<file path="src/rtl/grain_pkg.sv">
// Shared types and constants for the Grain-128 sequencing controller.
package grain_pkg;

    localparam int unsigned KEY_W           = 128;
    localparam int unsigned IV_W            = 96;
    localparam int unsigned SEED_W          = 128;
    localparam int unsigned PAD_W           = SEED_W - IV_W;
    localparam int unsigned INIT_CYCLES_DEF = 256;
    localparam int unsigned LEN_W_DEF       = 16;

    localparam logic [PAD_W-1:0] LFSR_PAD = 32'hFFFF_FFFF;

    typedef enum logic [1:0] {
        IDLE = 2'd0,
        INIT = 2'd1,
        RUN  = 2'd2
    } state_e;

    // LFSR seed: all-ones padding above the IV.
    function automatic logic [SEED_W-1:0] lfsr_seed_of(input logic [IV_W-1:0] iv);
        return {LFSR_PAD, iv};
    endfunction

endpackage

</file>
<file path="src/rtl/grain_if.sv">
// Control/keystream bundle between the cipher top level and the Grain sequencer.
interface grain_if #(
    parameter int unsigned LEN_W = grain_pkg::LEN_W_DEF
);

    logic                          start;
    logic                          abort;
    logic [grain_pkg::KEY_W-1:0]   key;
    logic [grain_pkg::IV_W-1:0]    iv;
    logic [LEN_W-1:0]              len;
    logic                          ks_ready;

    logic [grain_pkg::SEED_W-1:0]  nfsr_seed;
    logic [grain_pkg::SEED_W-1:0]  lfsr_seed;
    logic                          load;
    logic                          shift;
    logic                          init;
    logic                          ks_valid;
    logic                          busy;
    logic                          done;

    modport master (
        output start, abort, key, iv, len, ks_ready,
        input  nfsr_seed, lfsr_seed, load, shift, init, ks_valid, busy, done
    );

    modport slave (
        input  start, abort, key, iv, len, ks_ready,
        output nfsr_seed, lfsr_seed, load, shift, init, ks_valid, busy, done
    );

endinterface

</file>
<file path="src/rtl/grain_down_counter.sv">
// Loadable down counter with zero/one flags; holds at zero.
module grain_down_counter #(
    parameter int unsigned W = 16
) (
    input  logic         clk,
    input  logic         n_reset,
    input  logic         load,
    input  logic [W-1:0] load_val,
    input  logic         en,
    output logic         zero,
    output logic         one
);

    logic [W-1:0] cnt_q, cnt_d;

    always_comb begin
        cnt_d = cnt_q;
        if (load) begin
            cnt_d = load_val;
        end else if (en && (cnt_q != '0)) begin
            cnt_d = cnt_q - W'(1);
        end
    end

    always_ff @(posedge clk or negedge n_reset) begin
        if (!n_reset) begin
            cnt_q <= '0;
        end else begin
            cnt_q <= cnt_d;
        end
    end

    assign zero = (cnt_q == '0);
    assign one  = (cnt_q == W'(1));

endmodule

</file>
<file path="src/rtl/grain_ctrl.sv">
// Grain-128 sequencer: seeds and loads the shift registers, runs the keyed
// initialisation, then streams the requested number of keystream bits.
module grain_ctrl
    import grain_pkg::*;
#(
    parameter int unsigned INIT_CYCLES = INIT_CYCLES_DEF,
    parameter int unsigned LEN_W       = LEN_W_DEF
) (
    input  logic   clk,
    input  logic   n_reset,
    grain_if.slave bus
);

    localparam int unsigned           ICNT_W    = $clog2(INIT_CYCLES) + 1;
    localparam logic [ICNT_W-1:0]     ICNT_LAST = ICNT_W'(INIT_CYCLES - 1);

    state_e            state_q, state_d;
    logic [ICNT_W-1:0] icnt_q, icnt_d;
    logic              done_q, done_d;

    logic load_c;
    logic shift_c;
    logic init_c;
    logic ks_valid_c;
    logic cnt_load_c;
    logic cnt_en_c;
    logic remain_zero;
    logic remain_one;

    // Remaining-bit count; zero after load means unbounded streaming.
    grain_down_counter #(
        .W (LEN_W)
    ) u_remain (
        .clk      (clk),
        .n_reset  (n_reset),
        .load     (cnt_load_c),
        .load_val (bus.len),
        .en       (cnt_en_c),
        .zero     (remain_zero),
        .one      (remain_one)
    );

    always_comb begin
        state_d    = state_q;
        icnt_d     = icnt_q;
        done_d     = 1'b0;
        load_c     = 1'b0;
        shift_c    = 1'b0;
        init_c     = 1'b0;
        ks_valid_c = 1'b0;
        cnt_load_c = 1'b0;
        cnt_en_c   = 1'b0;

        unique case (state_q)
            IDLE: begin
                // abort beats a simultaneous start
                if (bus.start && !bus.abort) begin
                    load_c     = 1'b1;
                    cnt_load_c = 1'b1;
                    icnt_d     = '0;
                    state_d    = INIT;
                end
            end

            INIT: begin
                if (bus.abort) begin
                    state_d = IDLE;
                end else begin
                    shift_c = 1'b1;
                    init_c  = 1'b1;
                    icnt_d  = icnt_q + ICNT_W'(1);
                    if (icnt_q == ICNT_LAST) begin
                        state_d = RUN;
                    end
                end
            end

            RUN: begin
                if (bus.abort) begin
                    state_d = IDLE;
                end else begin
                    ks_valid_c = 1'b1;
                    shift_c    = bus.ks_ready;
                    if (bus.ks_ready && !remain_zero) begin
                        if (remain_one) begin
                            state_d = IDLE;
                            done_d  = 1'b1;
                        end else begin
                            cnt_en_c = 1'b1;
                        end
                    end
                end
            end

            default: begin
                state_d = IDLE;
            end
        endcase
    end

    always_ff @(posedge clk or negedge n_reset) begin
        if (!n_reset) begin
            state_q <= IDLE;
            icnt_q  <= '0;
            done_q  <= 1'b0;
        end else begin
            state_q <= state_d;
            icnt_q  <= icnt_d;
            done_q  <= done_d;
        end
    end

    assign bus.nfsr_seed = bus.key;
    assign bus.lfsr_seed = lfsr_seed_of(bus.iv);
    assign bus.load      = load_c;
    assign bus.shift     = shift_c;
    assign bus.init      = init_c;
    assign bus.ks_valid  = ks_valid_c;
    assign bus.busy      = (state_q != IDLE);
    assign bus.done      = done_q;

endmodule

</file>
<file path="src/flat_wrapper.sv">
// flat-port wrapper written by rule: the top's interface ports become plain ports
module grain_ctrl_flat import grain_pkg::*;
#(
    parameter int unsigned INIT_CYCLES = INIT_CYCLES_DEF,
    parameter int unsigned LEN_W       = LEN_W_DEF
)
  (clk, n_reset, bus_start, bus_abort, bus_key, bus_iv, bus_len, bus_ks_ready, bus_nfsr_seed, bus_lfsr_seed, bus_load, bus_shift, bus_init, bus_ks_valid, bus_busy, bus_done);
  grain_if #(.LEN_W(LEN_W)) bus_i ();
  input  logic clk;
  input  logic n_reset;
  input wire logic [$bits(bus_i.start)-1:0] bus_start;
  input wire logic [$bits(bus_i.abort)-1:0] bus_abort;
  input wire logic [$bits(bus_i.key)-1:0] bus_key;
  input wire logic [$bits(bus_i.iv)-1:0] bus_iv;
  input wire logic [$bits(bus_i.len)-1:0] bus_len;
  input wire logic [$bits(bus_i.ks_ready)-1:0] bus_ks_ready;
  output wire logic [$bits(bus_i.nfsr_seed)-1:0] bus_nfsr_seed;
  output wire logic [$bits(bus_i.lfsr_seed)-1:0] bus_lfsr_seed;
  output wire logic [$bits(bus_i.load)-1:0] bus_load;
  output wire logic [$bits(bus_i.shift)-1:0] bus_shift;
  output wire logic [$bits(bus_i.init)-1:0] bus_init;
  output wire logic [$bits(bus_i.ks_valid)-1:0] bus_ks_valid;
  output wire logic [$bits(bus_i.busy)-1:0] bus_busy;
  output wire logic [$bits(bus_i.done)-1:0] bus_done;
  assign bus_i.start = bus_start;
  assign bus_i.abort = bus_abort;
  assign bus_i.key = bus_key;
  assign bus_i.iv = bus_iv;
  assign bus_i.len = bus_len;
  assign bus_i.ks_ready = bus_ks_ready;
  assign bus_nfsr_seed = bus_i.nfsr_seed;
  assign bus_lfsr_seed = bus_i.lfsr_seed;
  assign bus_load = bus_i.load;
  assign bus_shift = bus_i.shift;
  assign bus_init = bus_i.init;
  assign bus_ks_valid = bus_i.ks_valid;
  assign bus_busy = bus_i.busy;
  assign bus_done = bus_i.done;
  grain_ctrl #(.INIT_CYCLES(INIT_CYCLES), .LEN_W(LEN_W)) u_core (.clk(clk), .n_reset(n_reset), .bus(bus_i));
endmodule
</file>
<file path="config.mk">
export PLATFORM = sky130hd
export DESIGN_NAME = grain_ctrl_flat
export DESIGN_NICKNAME = d
export VERILOG_FILES = /design/src/rtl/grain_pkg.sv /design/src/rtl/grain_if.sv /design/src/rtl/grain_down_counter.sv /design/src/rtl/grain_ctrl.sv /design/src/flat_wrapper.sv
export SDC_FILE = /design/constraint.sdc
export NUM_CORES = 1
export LEC_CHECK = 0
export BUFFER_PORTS_ARGS = -buffer_cell sky130_fd_sc_hd__buf_2
export CAP_MARGIN = 10
export CORE_AREA = 10 10 190 192
export CTS_BUF_LIST = sky130_fd_sc_hd__clkbuf_4 sky130_fd_sc_hd__clkbuf_8
export CTS_CLUSTER_DIAMETER = 100
export DETAILED_ROUTE_END_ITERATION = 16
export DIE_AREA = 0 0 200 202
export SETUP_SLACK_MARGIN = 0.5
export SLEW_MARGIN = 20
export SYNTH_ARGS = -nofsm -noshare
export SYNTH_HDL_FRONTEND = slang
export SYNTH_HIERARCHICAL = 1
export SYNTH_SLANG_ARGS = --single-unit
</file>
<file path="constraint.sdc">
create_clock -name clk -period 3.3 [get_ports clk]
set_clock_uncertainty 0.05 [all_clocks]
set_input_delay 0.66 -clock clk [delete_from_list [all_inputs] [get_ports clk]]
set_output_delay 0.66 -clock clk [all_outputs]
set_load 0.02 [all_outputs]
</file>
==> Implementation_results.wiki <==
{| class="wikitable"
! Metric !! Value
|-
| Number of warnings issued by yosys || 6
|-
| Final estimated routing congestion in global placement || approximately 0.74
|-
| H-Tree Depth || 1
|-
| Global-route wire length before repair || 15.0 mm
|-
| Count of pins on the block boundary || 507
|-
| Register bit count reported by yosys || 28
|-
| Peak Freq || around 0.36 GHz
|-
| Clock tree from TritonCTS || yes
|-
| Met2 usage in global routing || around 7.3%
|-
| Sequential-to-total area share from yosys stat || between 10% and 20%
|-
| Worst hold path type || input port to asynchronous set/reset pin
|-
| Largest net degree at the start of global routing || 29
|-
| Ys flop type || sky130_fd_sc_hd__dfrtp_1
|-
| Number of buffers on the longest clock path || 2
|-
| GR Util met3 || 3.29%
|-
| Clk Latency, worst-skew pair || 0.28 ns
|-
| Core box area || 32300 sq um
|-
| Detailed-route wire length per cell || 15.8 um
|-
| Type of the worst setup path || flip-flop to flip-flop
|-
| Master cell of the clock root buffer || sky130_fd_sc_hd__clkbuf_8
|-
| DIE HEIGHT || 202 um
|-
| FF-to-FF setup slack || 0.53 ns
|-
| Hold Worst Slack || 0.355 ns
|-
| Width of the die || 200 um
|-
| Async set-reset flop share out of synthesis || 100%
|-
| Syn Area/Cell || between 8 and 9 sq um
|-
| Slew at the pin closest to its max-slew limit || 0.671 ns
|-
| DR vias || 2115
|-
| Worst reg2reg path startpoint || u_core/u_remain/cnt_q[1]
|-
| Share of the cycle needed by the critical path after routing || 84.1%
|-
| Growth of design area from synthesis to finish || -22.9%
|-
| Initial Utilization || 11.5%
|-
| Critical path launch point type || flip-flop
|-
| Count of standard-cell rows || 66
|-
| Drt via density || 2.93
|-
| Max IR drop VDD || 0.203 mV
|-
| Reg2reg path depth || 12
|-
| Final cell count without fillers || 721
|-
| Distinct cell type count of the synthesized netlist || 49
|-
| Post-synth EDFFs || 0
|-
| Dpl cells || 699
|-
| Layout cell share with drive strength beyond 1 || 27.0%
|-
| Period minus WS final || 2.77 ns
|-
| Total power density per cell area || 563 nW/um^2
|-
| Met1 usage in global routing || about 4.3%
|-
| Run status || finished, final reports clean
|-
| Data arrival at the endpoint of the critical path || 2.93 ns
|-
| DRC violations left || 0
|-
| TritonCTS buffer count || 3
|-
| Last element of the critical path || u_core/u_remain/cnt_q[14]
|-
| Worst setup path startpoint || u_core/u_remain/cnt_q[1]
|-
| Synth top area cells || sky130_fd_sc_hd__buf_4, sky130_fd_sc_hd__dfrtp_1, sky130_fd_sc_hd__ha_1, sky130_fd_sc_hd__nor2_1, sky130_fd_sc_hd__o21ai_0
|-
| Post-synth top area cell || sky130_fd_sc_hd__buf_4
|-
| Clk sink count || 28
|-
| Total track usage || 5.13%
|-
| Number of instances in the synthesized netlist || 457
|-
| Final-report max-slew violation count || 0
|-
| Setup TNS after final layout || 0 ns
|-
| Top cells by instance count after synthesis || sky130_fd_sc_hd__buf_4, sky130_fd_sc_hd__dfrtp_1, sky130_fd_sc_hd__nor2_1
|-
| Final layout net count || 532
|-
| HPWL after detailed placement || 9.25 mm
|-
| Standby leakage power || ~0.0011 uW
|-
| Synthesized cell area || between 3000 and 4000 sq um
|-
| Finish-stage setup viols || 0
|-
| Global-route layer with the greatest usage || met2
|-
| Top-count cell post-synth || sky130_fd_sc_hd__buf_4
|-
| Wire length after detailed routing || 11.4 mm
|-
| Final Hold Vio Count || 0
|-
| Slew margin rel. || between 50% and 60%
|-
| Number of search-and-repair iterations in the first detailed-routing pass || 4
|-
| Overall overflow remaining after global route || 0
|-
| Area share of the leading cell type in the synthesized netlist || 51.6%
|-
| Antenna violations before repair || 1
|-
| Element type at the critical path end || flip-flop
|-
| Count of input and output buffers || 26
|-
| Via count of the first global-routing pass || 2164
|-
| Clk pin slew, worst setup/hold paths || 0.10 ns
|-
| Maximum fanout along the worst path || 6
|-
| Unrepaired setup endpoints after global routing || yes
|-
| CP required || about 3.5 ns
|-
| Count of routing violations after the opening detailed-route iteration || 127
|-
| Maximum Capacitance Violations || 0
|-
| Reg2Reg Capture Point || u_core/u_remain/cnt_q[14]
|-
| Remaining antenna violation count after routing || 0
|-
| Die area || slightly above 40000 sq um
|}
-- repair_timing --
action / in CTS / in global routing
buffers inserted: 4 / 13
resized for setup: 5 / 10
pin swaps: 2 / 9
hold buffers: 0 / 0
setup endpoints to repair: 9 / 10
-- stage by stage --
step | utilization [%] | area, sq um | power, uW | setup WS, ns
floorplan | - | 3850 | 1520 | 0.512
global placement | 8.11 | 2620 | 1270 | 0.302
detailed placement | 8.11 | 2620 | 1290 | 0.203
CTS | 8.44 | 2720 | 1540 | 0.540
global route | 8.88 | 2870 | 1760 | 0.379
finish | 8.89 | 2870 | 1620 | 0.525
-- power breakdown --
| group | switching, uW | internal, uW | leakage (uW) |
|---|---|---|---|
| combinational | 410 | 344 | 0.000680 |
| clock | 110 | 107 | 0.0000288 |
| sequential | 169 | 476 | 0.000345 |
-- critical path, stage by stage, from the launching register on --
cell and delay (ns):
sky130_fd_sc_hd__dfrtp_1 0.39, sky130_fd_sc_hd__inv_2 0.06, sky130_fd_sc_hd__ha_4 0.16, sky130_fd_sc_hd__nor4b_4 0.12, sky130_fd_sc_hd__nand4_1 0.14, sky130_fd_sc_hd__inv_2 0.08, sky130_fd_sc_hd__nor2b_4 0.14, sky130_fd_sc_hd__nand2_2 0.07
sky130_fd_sc_hd__nor2_4 0.13, sky130_fd_sc_hd__nand3b_1 0.13, sky130_fd_sc_hd__or4_4 0.54, sky130_fd_sc_hd__or4_4 0.52, sky130_fd_sc_hd__a31oi_1 0.16
-- state kept, by name (all words and copies together), names as in the netlist --
signal                 cells
u_core/bus.done            1
u_core/icnt_q              9
u_core/u_remain/cnt_q     16
u_core/state_q             2
-- area by class of cell --
| cell class | instances | area [sq um] |
|---|---|---|
| diodes | 1 | 2.50 |
| clock buffers | 4 | 55.1 |
| fillers | 3726 | 29400 |
| inverters | 13 | 48.8 |
| multi-input cells | 186 | 1220 |
| flip-flops and latches | 28 | 701 |
| well taps | 442 | 553 |
| repair buffers | 47 | 288 |
-- per-layer routing --
metal  up-vias  share of wire [%]
met3       132                 16
met5         -               0.47
met4         2                 12
li1        859                  -
met1       912                 30
met2       210                 42
-- kinds of logic after synthesis --
logic type                 count (synthesis)  share of synthesized area [%]
AOI/OAI and AO/OA                         45                           8.20
xor gates and xnor gates                   6                           1.41
adders and majority gates                  8                           2.69
buffers and inverters                    274                           53.7
DFF                                       28                           18.8
muxes                                      4                           1.14
other                                      1                          0.101
and+or+nand+nor                           91                           13.9
-- cell usage in the layout (no fill, tap or decap), drive strengths merged, types with 2 or more instances in the layout --
cell type	netlist	routed
clkbuf	3	4
o211ai	4	4
a2bb2oi	3	3
ha	8	8
nand4	3	3
nand2	15	15
dfrtp	28	28
nand3	6	6
nor4b	3	3
a31oi	6	6
conb	1	32
o21ai	12	12
xnor2	6	6
o31ai	2	2
mux2	2	2
nor4	3	3
o31a	2	2
or4	8	8
inv	12	12
a21oi	8	8
nor2b	5	5
buf	258	47
or4b	2	2
nor3	6	6
and3	2	2
mux2i	2	2
nand2b	3	3
nor2	19	19
nand4b	2	2
and2	2	2
or3	5	5
o21a	3	3
or2	2	2
nor3b	2	2
-- worst min path at each step --
stage                      start                  endpoint  slack, ns  cells past startpoint
3_5_place_dp   u_core/state_q[1]         u_core/state_q[1]       0.48                      1
2_1_floorplan            n_reset           u_core/bus.done       0.31                      0
6_report                 n_reset          u_core/icnt_q[4]       0.36                      1
3_3_place_gp   u_core/state_q[0]         u_core/state_q[0]       0.47                      1
5_1_grt                  n_reset          u_core/icnt_q[5]       0.41                      1
4_1_cts                  n_reset  u_core/u_remain/cnt_q[1]       0.39                      1
Note: power is estimated with default switching activity, not from simulation.
